$ cat src/rtl/alu_instruction_encoder.sv
// alu_instruction_encoder
// Checks ALU instruction requests for legality, packs legal ones into the
// 32-bit word format read by alu_instruction_decoder, and buffers them in a
// 2-entry in-order FIFO. Illegal requests are consumed, dropped and reported.
module alu_instruction_encoder (
  input  logic        clk,
  input  logic        reset,
  input  logic        in_valid,
  output logic        in_ready,
  input  logic        in_const_c,
  input  logic [2:0]  in_alu_op,
  input  logic        in_alu_form,
  input  logic [1:0]  in_alu_vec_perci,
  input  logic [31:0] in_constant,
  input  logic [3:0]  in_a_select,
  input  logic [3:0]  in_b_select,
  input  logic [3:0]  in_c_select,
  input  logic [3:0]  in_d_select,
  output logic        out_valid,
  input  logic        out_ready,
  output logic [31:0] out_instruction,
  output logic        err_valid,
  output logic [1:0]  err_code,
  output logic [7:0]  err_count,
  input  logic        err_clear
);

  logic [31:0] fifo_mem [0:1];
  logic        rd_ptr;
  logic        wr_ptr;
  logic [1:0]  occupancy;

  logic        accept;
  logic        bad_form;
  logic        bad_constant;
  logic        illegal;
  logic [1:0]  cause;
  logic        push;
  logic        pop;
  logic [31:0] packed_word;

  // Handshake, legality checks and word packing for the current request.
  // A full FIFO refuses input regardless of out_ready so in_ready has no
  // combinational path from the downstream side.
  always_comb begin
    in_ready     = (occupancy != 2'd2);
    out_valid    = (occupancy != 2'd0);
    accept       = in_valid & in_ready;
    bad_form     = in_const_c & in_alu_form;
    bad_constant = in_const_c & (|in_constant[31:18]);
    illegal      = bad_form | bad_constant;
    cause        = bad_form ? 2'b01 : 2'b10;
    push         = accept & ~illegal;
    pop          = out_valid & out_ready;
    packed_word  = {3'b000, in_const_c, in_alu_op, in_alu_form, in_alu_vec_perci,
                    6'd0, in_a_select, in_b_select, in_c_select, in_d_select};
    if (in_const_c) begin
      packed_word[21:16] = in_constant[17:12];
      packed_word[11:0]  = in_constant[11:0];
    end
    out_instruction = out_valid ? fifo_mem[rd_ptr] : 32'd0;
  end

  // FIFO pointers and occupancy; push and pop together keep occupancy steady.
  always_ff @(posedge clk or posedge reset) begin
    if (reset) begin
      rd_ptr    <= 1'b0;
      wr_ptr    <= 1'b0;
      occupancy <= 2'd0;
    end else begin
      if (push) begin
        wr_ptr <= ~wr_ptr;
      end
      if (pop) begin
        rd_ptr <= ~rd_ptr;
      end
      if (push && !pop) begin
        occupancy <= occupancy + 2'd1;
      end else if (pop && !push) begin
        occupancy <= occupancy - 2'd1;
      end
    end
  end

  // FIFO storage; contents are only visible through out_instruction when valid.
  always_ff @(posedge clk or posedge reset) begin
    if (reset) begin
      fifo_mem[0] <= 32'd0;
      fifo_mem[1] <= 32'd0;
    end else if (push) begin
      fifo_mem[wr_ptr] <= packed_word;
    end
  end

  // Error reporting: one-cycle pulse after a dropped request, sticky cause and
  // saturating count. A simultaneous clear beats the update but not the pulse.
  always_ff @(posedge clk or posedge reset) begin
    if (reset) begin
      err_valid <= 1'b0;
      err_code  <= 2'b00;
      err_count <= 8'd0;
    end else begin
      err_valid <= accept & illegal;
      if (err_clear) begin
        err_code  <= 2'b00;
        err_count <= 8'd0;
      end else if (accept && illegal) begin
        err_code <= cause;
        if (err_count != 8'hFF) begin
          err_count <= err_count + 8'd1;
        end
      end
    end
  end

endmodule

$ cat config.mk
export PLATFORM = sky130hd
export DESIGN_NAME = alu_instruction_encoder
export DESIGN_NICKNAME = d
export VERILOG_FILES = /design/src/rtl/alu_instruction_encoder.sv
export SDC_FILE = /design/constraint.sdc
export NUM_CORES = 1
export LEC_CHECK = 0
export ABC_AREA = 1
export CORE_AREA = 2 2 82 84
export DETAILED_ROUTE_END_ITERATION = 10
export DIE_AREA = 0 0 84 86
export DONT_BUFFER_PORTS = 1
export PLACE_DENSITY = 0.78
export SLEW_MARGIN = 15
export SYNTH_ARGS = -nofsm -noshare
export SYNTH_HDL_FRONTEND = slang
export SYNTH_SLANG_ARGS = --single-unit
$ cat constraint.sdc
create_clock -name clk -period 3.06 [get_ports clk]
set_clock_uncertainty 0.2 [all_clocks]
set_input_delay 0.153 -clock clk [delete_from_list [all_inputs] [get_ports clk]]
set_output_delay 0.153 -clock clk [all_outputs]
set_load 0.005 [all_outputs]
# == Word-level counts from Yosys, hierarchy flattened ==
# Index checks and enable logic that the tools add are counted.
# totals
regBits,79
latchBits,0
ram_bits,0
mem_bits_ro,0
wordCells,57
memories,0
# op_classes
n_addsub,3
mul,0
n_div,0
order_cmp,3
eq_ne,2
shifts,0
muxes,17
bitwise_logic,12
reduce_logical,12
# op_table
cell,n
$mux 32,5
$bwmux 64,1
$demux 32 s1,1
$mux 8,3
$reduce_or 14->1,1
$mux 12,1
$mux 2,5
$add 8x1->8 const B,1
$ne 8x8->1 const B,1
$reduce_bool 2->1,4
$and 1x1->1,6
$mux 6,1
$ge 2x2->1 const B,2
$logic_and 1x1->1,4
$not 1->2,2
$not 1->1,3
$add 2x1->2 const B,1
$logic_not 1->1,2
$lt 2x1->1 const B,1
$ne 2x2->1 const B,1
$reduce_and 2->1,1
$sub 2x1->2 const B,1
$or 1x1->1,1

# == Longest topological paths before layout ==
# Gate-level depths: netlist (run 1).
# depth
word_depth,9
ltp_mapped,11
mapped_depth_nobuf,11

# == Worst setup path after synthesis (run 1) ==
# No wires, ideal clock.
# synth_timing
kind,reg-to-reg
from,register occupancy[0]
to,register occupancy[1]
setup_ns,0.126
arrival_time_ns,1.370
required_ns,2.734
slack_ns,1.364
path_stages_with_launch,9
n_path_buf,0
period_less_slack_ns,1.696
path_cell_list,dfrtp_1 -> inv_1 -> a21boi_4 -> nand2_1 -> inv_1 -> ha_1 -> a21oi_1 -> o21ai_0 -> xnor2_1
# synth_via
elab_chain_len,6
# synth_rtl
element,line_no,text
"start, declared",31,logic [1:0] occupancy;
"start signal, assigned",78,occupancy <= occupancy + 2'd1;
"start signal, assigned",80,occupancy <= occupancy - 2'd1;
$ne 2x2->1 (*),46,in_ready = (occupancy != 2'd2);
$and 1x1->1 (*),48,accept = in_valid & in_ready;
$and 1x1->1 (*),53,push = accept & ~illegal;
via push,38,logic push;
$logic_not 1->1,79,end else if (pop && !push) begin
$logic_and 1x1->1,79,
$reduce_bool 2->1 (no line),n/a,
# Mark *: on every way through the listed nets, which the timed path passes. The rest lies on a longest branch. The select of a mux whose other input is x is not followed.
# A chain may end at the register's enable or synchronous reset.

# == Worst setup path in the final report (run 1) ==
# layout_timing
from,input port in_const_c
to,register err_code[0]
# layout_via
elab_chain_len,4
# layout_rtl
element,line_no,text
"start, declared",10,"input logic in_const_c,"
$and 1x1->1 (on tied branches),"49, 50",
$mux 2 or $or 1x1->1 (tied branches),"52, 51",
$mux 2 or $logic_and 1x1->1 (tied branches),107,end else if (accept && illegal) begin
$mux 2 or $reduce_bool 2->1 (tied branches),n/a,
"end signal, assigned",108,err_code <= cause;
"end, declared",23,"output logic [1:0] err_code,"
# Parallel ways exist; a longest one is shown, timed or not. The select of a mux whose other input is x is not followed.

==> impl_metrics.json, run 1 <==
{
  "status": "finished clean",
  "holdCritPathClass": "input port to async pin",
  "fmax_mhz": 376,
  "cap_violations": 0,
  "firstDrtPassIters": 4,
  "cp_num_buf_inv": 2,
  "cts_tree": "done",
  "cts_buffers": 9,
  "routed_wl_mm": 8.48,
  "area_delta_synth_final_pct": 20.0,
  "ys_seq_area_frac": 0.507,
  "clkTransAtPathRegs_ns": 0.08,
  "synth_edf_count": 0,
  "cp_cell_sequence": "dlygate4sd3_1 -> nand3_1 -> nand3_1 -> o21ai_0 -> dlygate4sd3_1",
  "synth.distinct_cells": 27,
  "core_area_um2": 6280,
  "fp.dieH_um": 86,
  "setup-violations-final": 0,
  "drtAntennaViolNets": 0,
  "yosysTopAreaCell": "dfrtp_1",
  "critPathSlowestCell": "dlygate4sd3_1",
  "clockBufferDepth": 2,
  "post_cts_buffers": 0,
  "arrival_ns": 2.68,
  "final_layout_size_suffix_gt1_frac": 0.0671,
  "synth_cells": 445,
  "start_util": 0.574,
  "synth_area_um2": 3600,
  "synth_common_cells": "nand2_1, dfrtp_1, a21oi_1",
  "period_share": 0.868,
  "antenna_found_initial": 1,
  "drtIter0Drc": 153,
  "setup_ws_ns": 0.404,
  "cp_top_family": "buffers and inverters",
  "ir_drop_v": 0.000503,
  "num_vias": 3047,
  "cts.htree.levels": 3,
  "yosysTopAreaCellShare": 0.507,
  "power_density_nw_per_um2": 855,
  "finalHoldViolations": 0,
  "rows": 29,
  "grt_max_degree": 60,
  "clock-sinks": 73,
  "gr-total-overflow": 0,
  "synth_area_leaders": "dfrtp_1, nand2_1, a21oi_1",
  "critPathMaxStageDelay_ns": 1.31,
  "gp_congestion": 0.794,
  "clock_latency_ns": 0.34,
  "dp_slack_ns": 1.01,
  "ys.flop_type": "dfrtp_1",
  "drc": 0,
  "io_pins": 105,
  "grt_pass1_vias": 3047,
  "die_area_um2": 7220,
  "fin_crit_ns": 2.66,
  "rsz0062_at_grt": "no",
  "endpoint_kind": "register",
  "cts-root-buf": "clkbuf_8",
  "worstPathMaxFanout": 19,
  "fin_nets": 549,
  "numPortBuffers": 0,
  "crit_path_start_kind": "input port",
  "yosysWarningCount": 0,
  "grt_pass1_wl_mm": 14.5,
  "ys_ff_latch": 73,
  "wire_per_inst_um": 14.9,
  "synth.avg_cell_area_um2": 8.09,
  "async_reset_ff_frac": 1.00,
  "detail_route.vias_per_cell": 5.35,
  "tns_ns": 0,
  "grt_usage": 0.252,
  "maxSlewViolCount": 0,
  "timing.slew.headroom": 0.228,
  "worst_slew_pin_slew_ns": 1.15,
  "critical_path_class": "input port to register",
  "post-synth-top-count-cell": "nand2_1",
  "dpl.hpwl_mm": 5.09,
  "die_w_um": 84,
  "leakagePower_nw": 2.09,
  "required_ns": 3.08
}
[worst reg2reg max path, stage by stage (launching register included)]
cell and delay, ns:
dfrtp_1 0.41, inv_1 0.12, a21boi_4 0.24, nand3_1 0.22, nand3_1 0.16, o21ai_0 0.10, dlygate4sd3_1 0.58
[logic make-up after synthesis]
| logic type | count (synthesis) | synth area share |
|---|---|---|
| simple gates | 207 | 0.237 |
| compound gates | 92 | 0.132 |
| flops | 73 | 0.507 |
| buf+inv | 54 | 0.0730 |
| mux | 12 | 0.0334 |
| xor+xnor | 4 | 0.00973 |
| fa+ha+maj | 2 | 0.00695 |
| other cells | 1 | 0.00104 |
[worst paths after layout]
| kind | startpoint | to | slack (ns) | cells past startpoint |
|---|---|---|---|---|
| max | in_const_c | err_code[0]$_DFFE_PP0P_ | 0.40 | 5 |
| min | reset | fifo_mem[8]$_DFFE_PP0P_ | 0.10 | 2 |
| max reg2reg | occupancy[0]$_DFFE_PP0P_ | err_code[0]$_DFFE_PP0P_ | 0.93 | 6 |
| min reg2reg | fifo_mem[25]$_DFFE_PP0P_ | fifo_mem[25]$_DFFE_PP0P_ | 0.29 | 2 |
| max in group asynchronous | reset | fifo_mem[51]$_DFFE_PP0P_ | 1.80 | 3 |
| min in group clk | in_constant[27] | err_code[1]$_DFFE_PP0P_ | 0.11 | 7 |
[cell type report]
class / count / area (µm²)
Antenna cell: 1 / 2.50
Clock buffer: 11 / 151
Clock inverter: 5 / 77.6
Fill cell: 517 / 1950
Inverter: 27 / 101
Multi-Input combinational cell: 320 / 1520
Sequential cell: 73 / 1830
Tap cell: 77 / 96.3
Timing Repair Buffer: 56 / 546
[flip-flops by register name (all words and copies together), names as in the netlist]
register   cells
err_count      8
fifo_mem      58
wr_ptr         1
occupancy      2
err_valid      1
err_code       2
rd_ptr         1
[placed cells by master, fill, tap and decap left out, types with 6 or more instances in the layout]
master	instances
nand2_1	162
o21ai_0	30
buf_4	6
nor2_1	18
dfrtp_1	73
a21oi_1	31
clkbuf_8	11
dlygate4sd3_1	50
nand3_1	15
inv_1	26
mux2i_1	12
o21ai_1	30
[what timing repair did]
action / 4_1_cts / 5_1_grt
resized for setup: 0 / 0
hold buffers: 50 / 0
endpoints found under the hold margin: 93 / 0
endpoints found under the setup margin: 0 / 0
[power breakdown]
part / leakage [nW] / internal, W / switching, W / total, W
Sequential: 0.928 / 0.00136 / 0.000236 / 0.00160
Clock: 0.115 / 0.000501 / 0.000354 / 0.000855
Combinational: 1.05 / 0.000455 / 0.000789 / 0.00124
[per-layer routing]
layer  vias to the layer above  share of wire  GRT usage  wire length [µm]
met5                         -              0          0                 0
met4                         0         0.0083     0.0968                70
met3                         8          0.052     0.0568               443
met2                       103           0.48      0.417              4090
met1                      1432           0.46      0.329              3880
li1                       1504              -          -                 -
[through the flow]
stage	hold WS (ns)	util	cells	power [W]	instance area [µm²]
after global placement	-0.112	0.572	503	0.00273	3590
after global routing	0.127	0.688	569	0.00400	4320
after floorplan	0.106	-	447	0.00252	3610
after CTS	0.0895	0.688	569	0.00372	4320
final	0.104	0.689	570	0.00370	4320
after detailed placement	-0.110	0.572	503	0.00280	3590
Power figures use the tool's default switching activity.
==> inputs of run 2 (changes only) <==
Settings changed: CORE_AREA 2 2 82 84 to 3 3 83 85, DIE_AREA 0 0 84 86 to 0 0 86 88.
==> run 2 against run 1 <==
Compared with the run above:
- power is 2.0% higher
- non-clock buffer count is 2 lower
- hold slack worse by 0.076 ns
- first-iteration DRC count is 5.9% higher
- die area is 4.8% higher
- critical path depth is 2 lower
- count of clock-buffer cells in the layout is 1 lower
- sequential cell count stayed put
- critical endpoint is now out_instruction[10]
- largest power group unchanged
- highest routed layer unchanged
==> impl_metrics.json, run 2 (same netlist as run 1, synthesis figures left out) <==
{
  "dpl.hpwl_mm": 5.24,
  "detail_route.vias_per_cell": 5.32,
  "timing.slew.headroom": 0.321,
  "tns_ns": 0,
  "endpoint_kind": "output port",
  "regMostFlops": "fifo_mem",
  "fin_nets": 547,
  "num-fill-cells": 539,
  "arrival_ns": 1.85,
  "rsz0062_at_grt": "no",
  "clkTransAtPathRegs_ns": 0.08,
  "crit_path_start_kind": "register",
  "status": "finished clean",
  "period_share": 0.722,
  "rows": 29,
  "clockBufferDepth": 2,
  "worstPathMaxFanout": 30,
  "clock_latency_ns": 0.34,
  "gr-total-overflow": 0,
  "place_inst": 503,
  "grt_usage": 0.244,
  "io_pins": 105,
  "finalHoldViolations": 0,
  "largest_reg_flops": 58,
  "area_delta_synth_final_pct": 20.4,
  "worst_slew_pin_slew_ns": 1.02,
  "grt_pass1_vias": 2989,
  "required_ns": 2.71,
  "wire_per_inst_um": 15.3,
  "critical_path_class": "register to output port",
  "post_cts_buffers": 0,
  "maxSlewViolCount": 0,
  "numPortBuffers": 0,
  "final_layout_size_suffix_gt1_frac": 0.0694,
  "cts_buffers": 9,
  "gp_congestion": 0.768,
  "cts.htree.levels": 3,
  "reg.largest.list": "fifo_mem: 58 flops, err_count: 8 flops",
  "die_w_um": 86,
  "drc": 0,
  "clock-sinks": 73,
  "fp.dieH_um": 88,
  "utilization": 0.690,
  "layout_commonest_cell": "nand2_1",
  "holdCritPathClass": "input port to async pin",
  "core_area_um2": 6280,
  "grt_pass1_wl_mm": 14.2,
  "n_antenna_cell": 0,
  "cts_tree": "done",
  "routed_wl_mm": 8.70,
  "cap_violations": 0,
  "start_util": 0.574,
  "cts-root-buf": "clkbuf_8",
  "antenna_found_initial": 0,
  "die_area_um2": 7570,
  "drtIter0Drc": 162,
  "firstDrtPassIters": 4,
  "holdWs_ns": 0.0278,
  "num_vias": 3019,
  "finalNonFillerCells": 567,
  "ir_drop_v": 0.000549,
  "leakagePower_nw": 2.10,
  "fmax_mhz": 453,
  "power_density_nw_per_um2": 870,
  "fin_crit_ns": 2.21,
  "grt_max_degree": 60,
  "drtAntennaViolNets": 0,
  "setup-violations-final": 0,
  "final_cell_mix": "nand2_1, dfrtp_1, dlygate4sd3_1",
  "power_w": 0.00377
}
[run 2: cell count changes in the layout (fill, tap and decap cells not counted), sizes merged]
cell         change
dlygate4sd3      -3
buf              +1
bufinv           +1
clkbuf           -1
diode            -1
[run 2: power by group]
part           switching (W)  internal, W  total, W  leakage, nW
registers           0.000235      0.00136   0.00160        0.928
clock network       0.000371     0.000567  0.000937        0.123
logic               0.000784     0.000452   0.00124         1.05
total                0.00139      0.00238   0.00377         2.10
[run 2: path summary, 6_finish.rpt]
path,from,to,slack (ns),depth (start not counted)
max,rd_ptr$_DFFE_PP0P_,out_instruction[10],0.85,3
min,reset,fifo_mem[7]$_DFFE_PP0P_,0.03,2
max reg2reg,occupancy[0]$_DFFE_PP0P_,err_code[0]$_DFFE_PP0P_,0.95,6
min reg2reg,fifo_mem[22]$_DFFE_PP0P_,fifo_mem[22]$_DFFE_PP0P_,0.29,2
max in group asynchronous,reset,occupancy[0]$_DFFE_PP0P_,1.87,3
min in group clk,in_constant[19],err_code[1]$_DFFE_PP0P_,0.07,7
[run 2: through the flow]
step	setup slack, ns	cell area [µm²]
2_1_floorplan	0.854	3610
3_3_place_gp	1.22	3590
3_5_place_dp	1.13	3590
4_1_cts	0.848	4330
5_1_grt	0.705	4330
6_report	0.852	4330
[run 2: worst max-delay path: stages, from the launching register on]
cell and delay, ns:
dfrtp_1 0.38, inv_1 0.73, nand2_1 0.13, a21oi_1 0.26
[run 2: metal layers]
metal,GRT usage,part of all wire,vias up
met1,0.316,0.43,1412
met2,0.402,0.50,105
met5,0,0,-
met4,0.0791,0.011,0
met3,0.0649,0.062,8
li1,-,-,1494
[run 2: cell type report]
| cell class | instances | area [µm²] | share of cell area |
|---|---|---|---|
| inverter | 27 | 101 | 0.0234 |
| multi-input combinational | 320 | 1520 | 0.351 |
| clock buffer | 10 | 138 | 0.0318 |
| tap | 77 | 96.3 | 0.0222 |
| timing repair buffer | 54 | 536 | 0.124 |
| sequential | 73 | 1830 | 0.421 |
| clock inverter | 6 | 115 | 0.0266 |
[run 2: what timing repair did]
action	CTS	global route
hold buffers	48	0
hold endpoints to repair	145	0
gates resized for setup	0	0
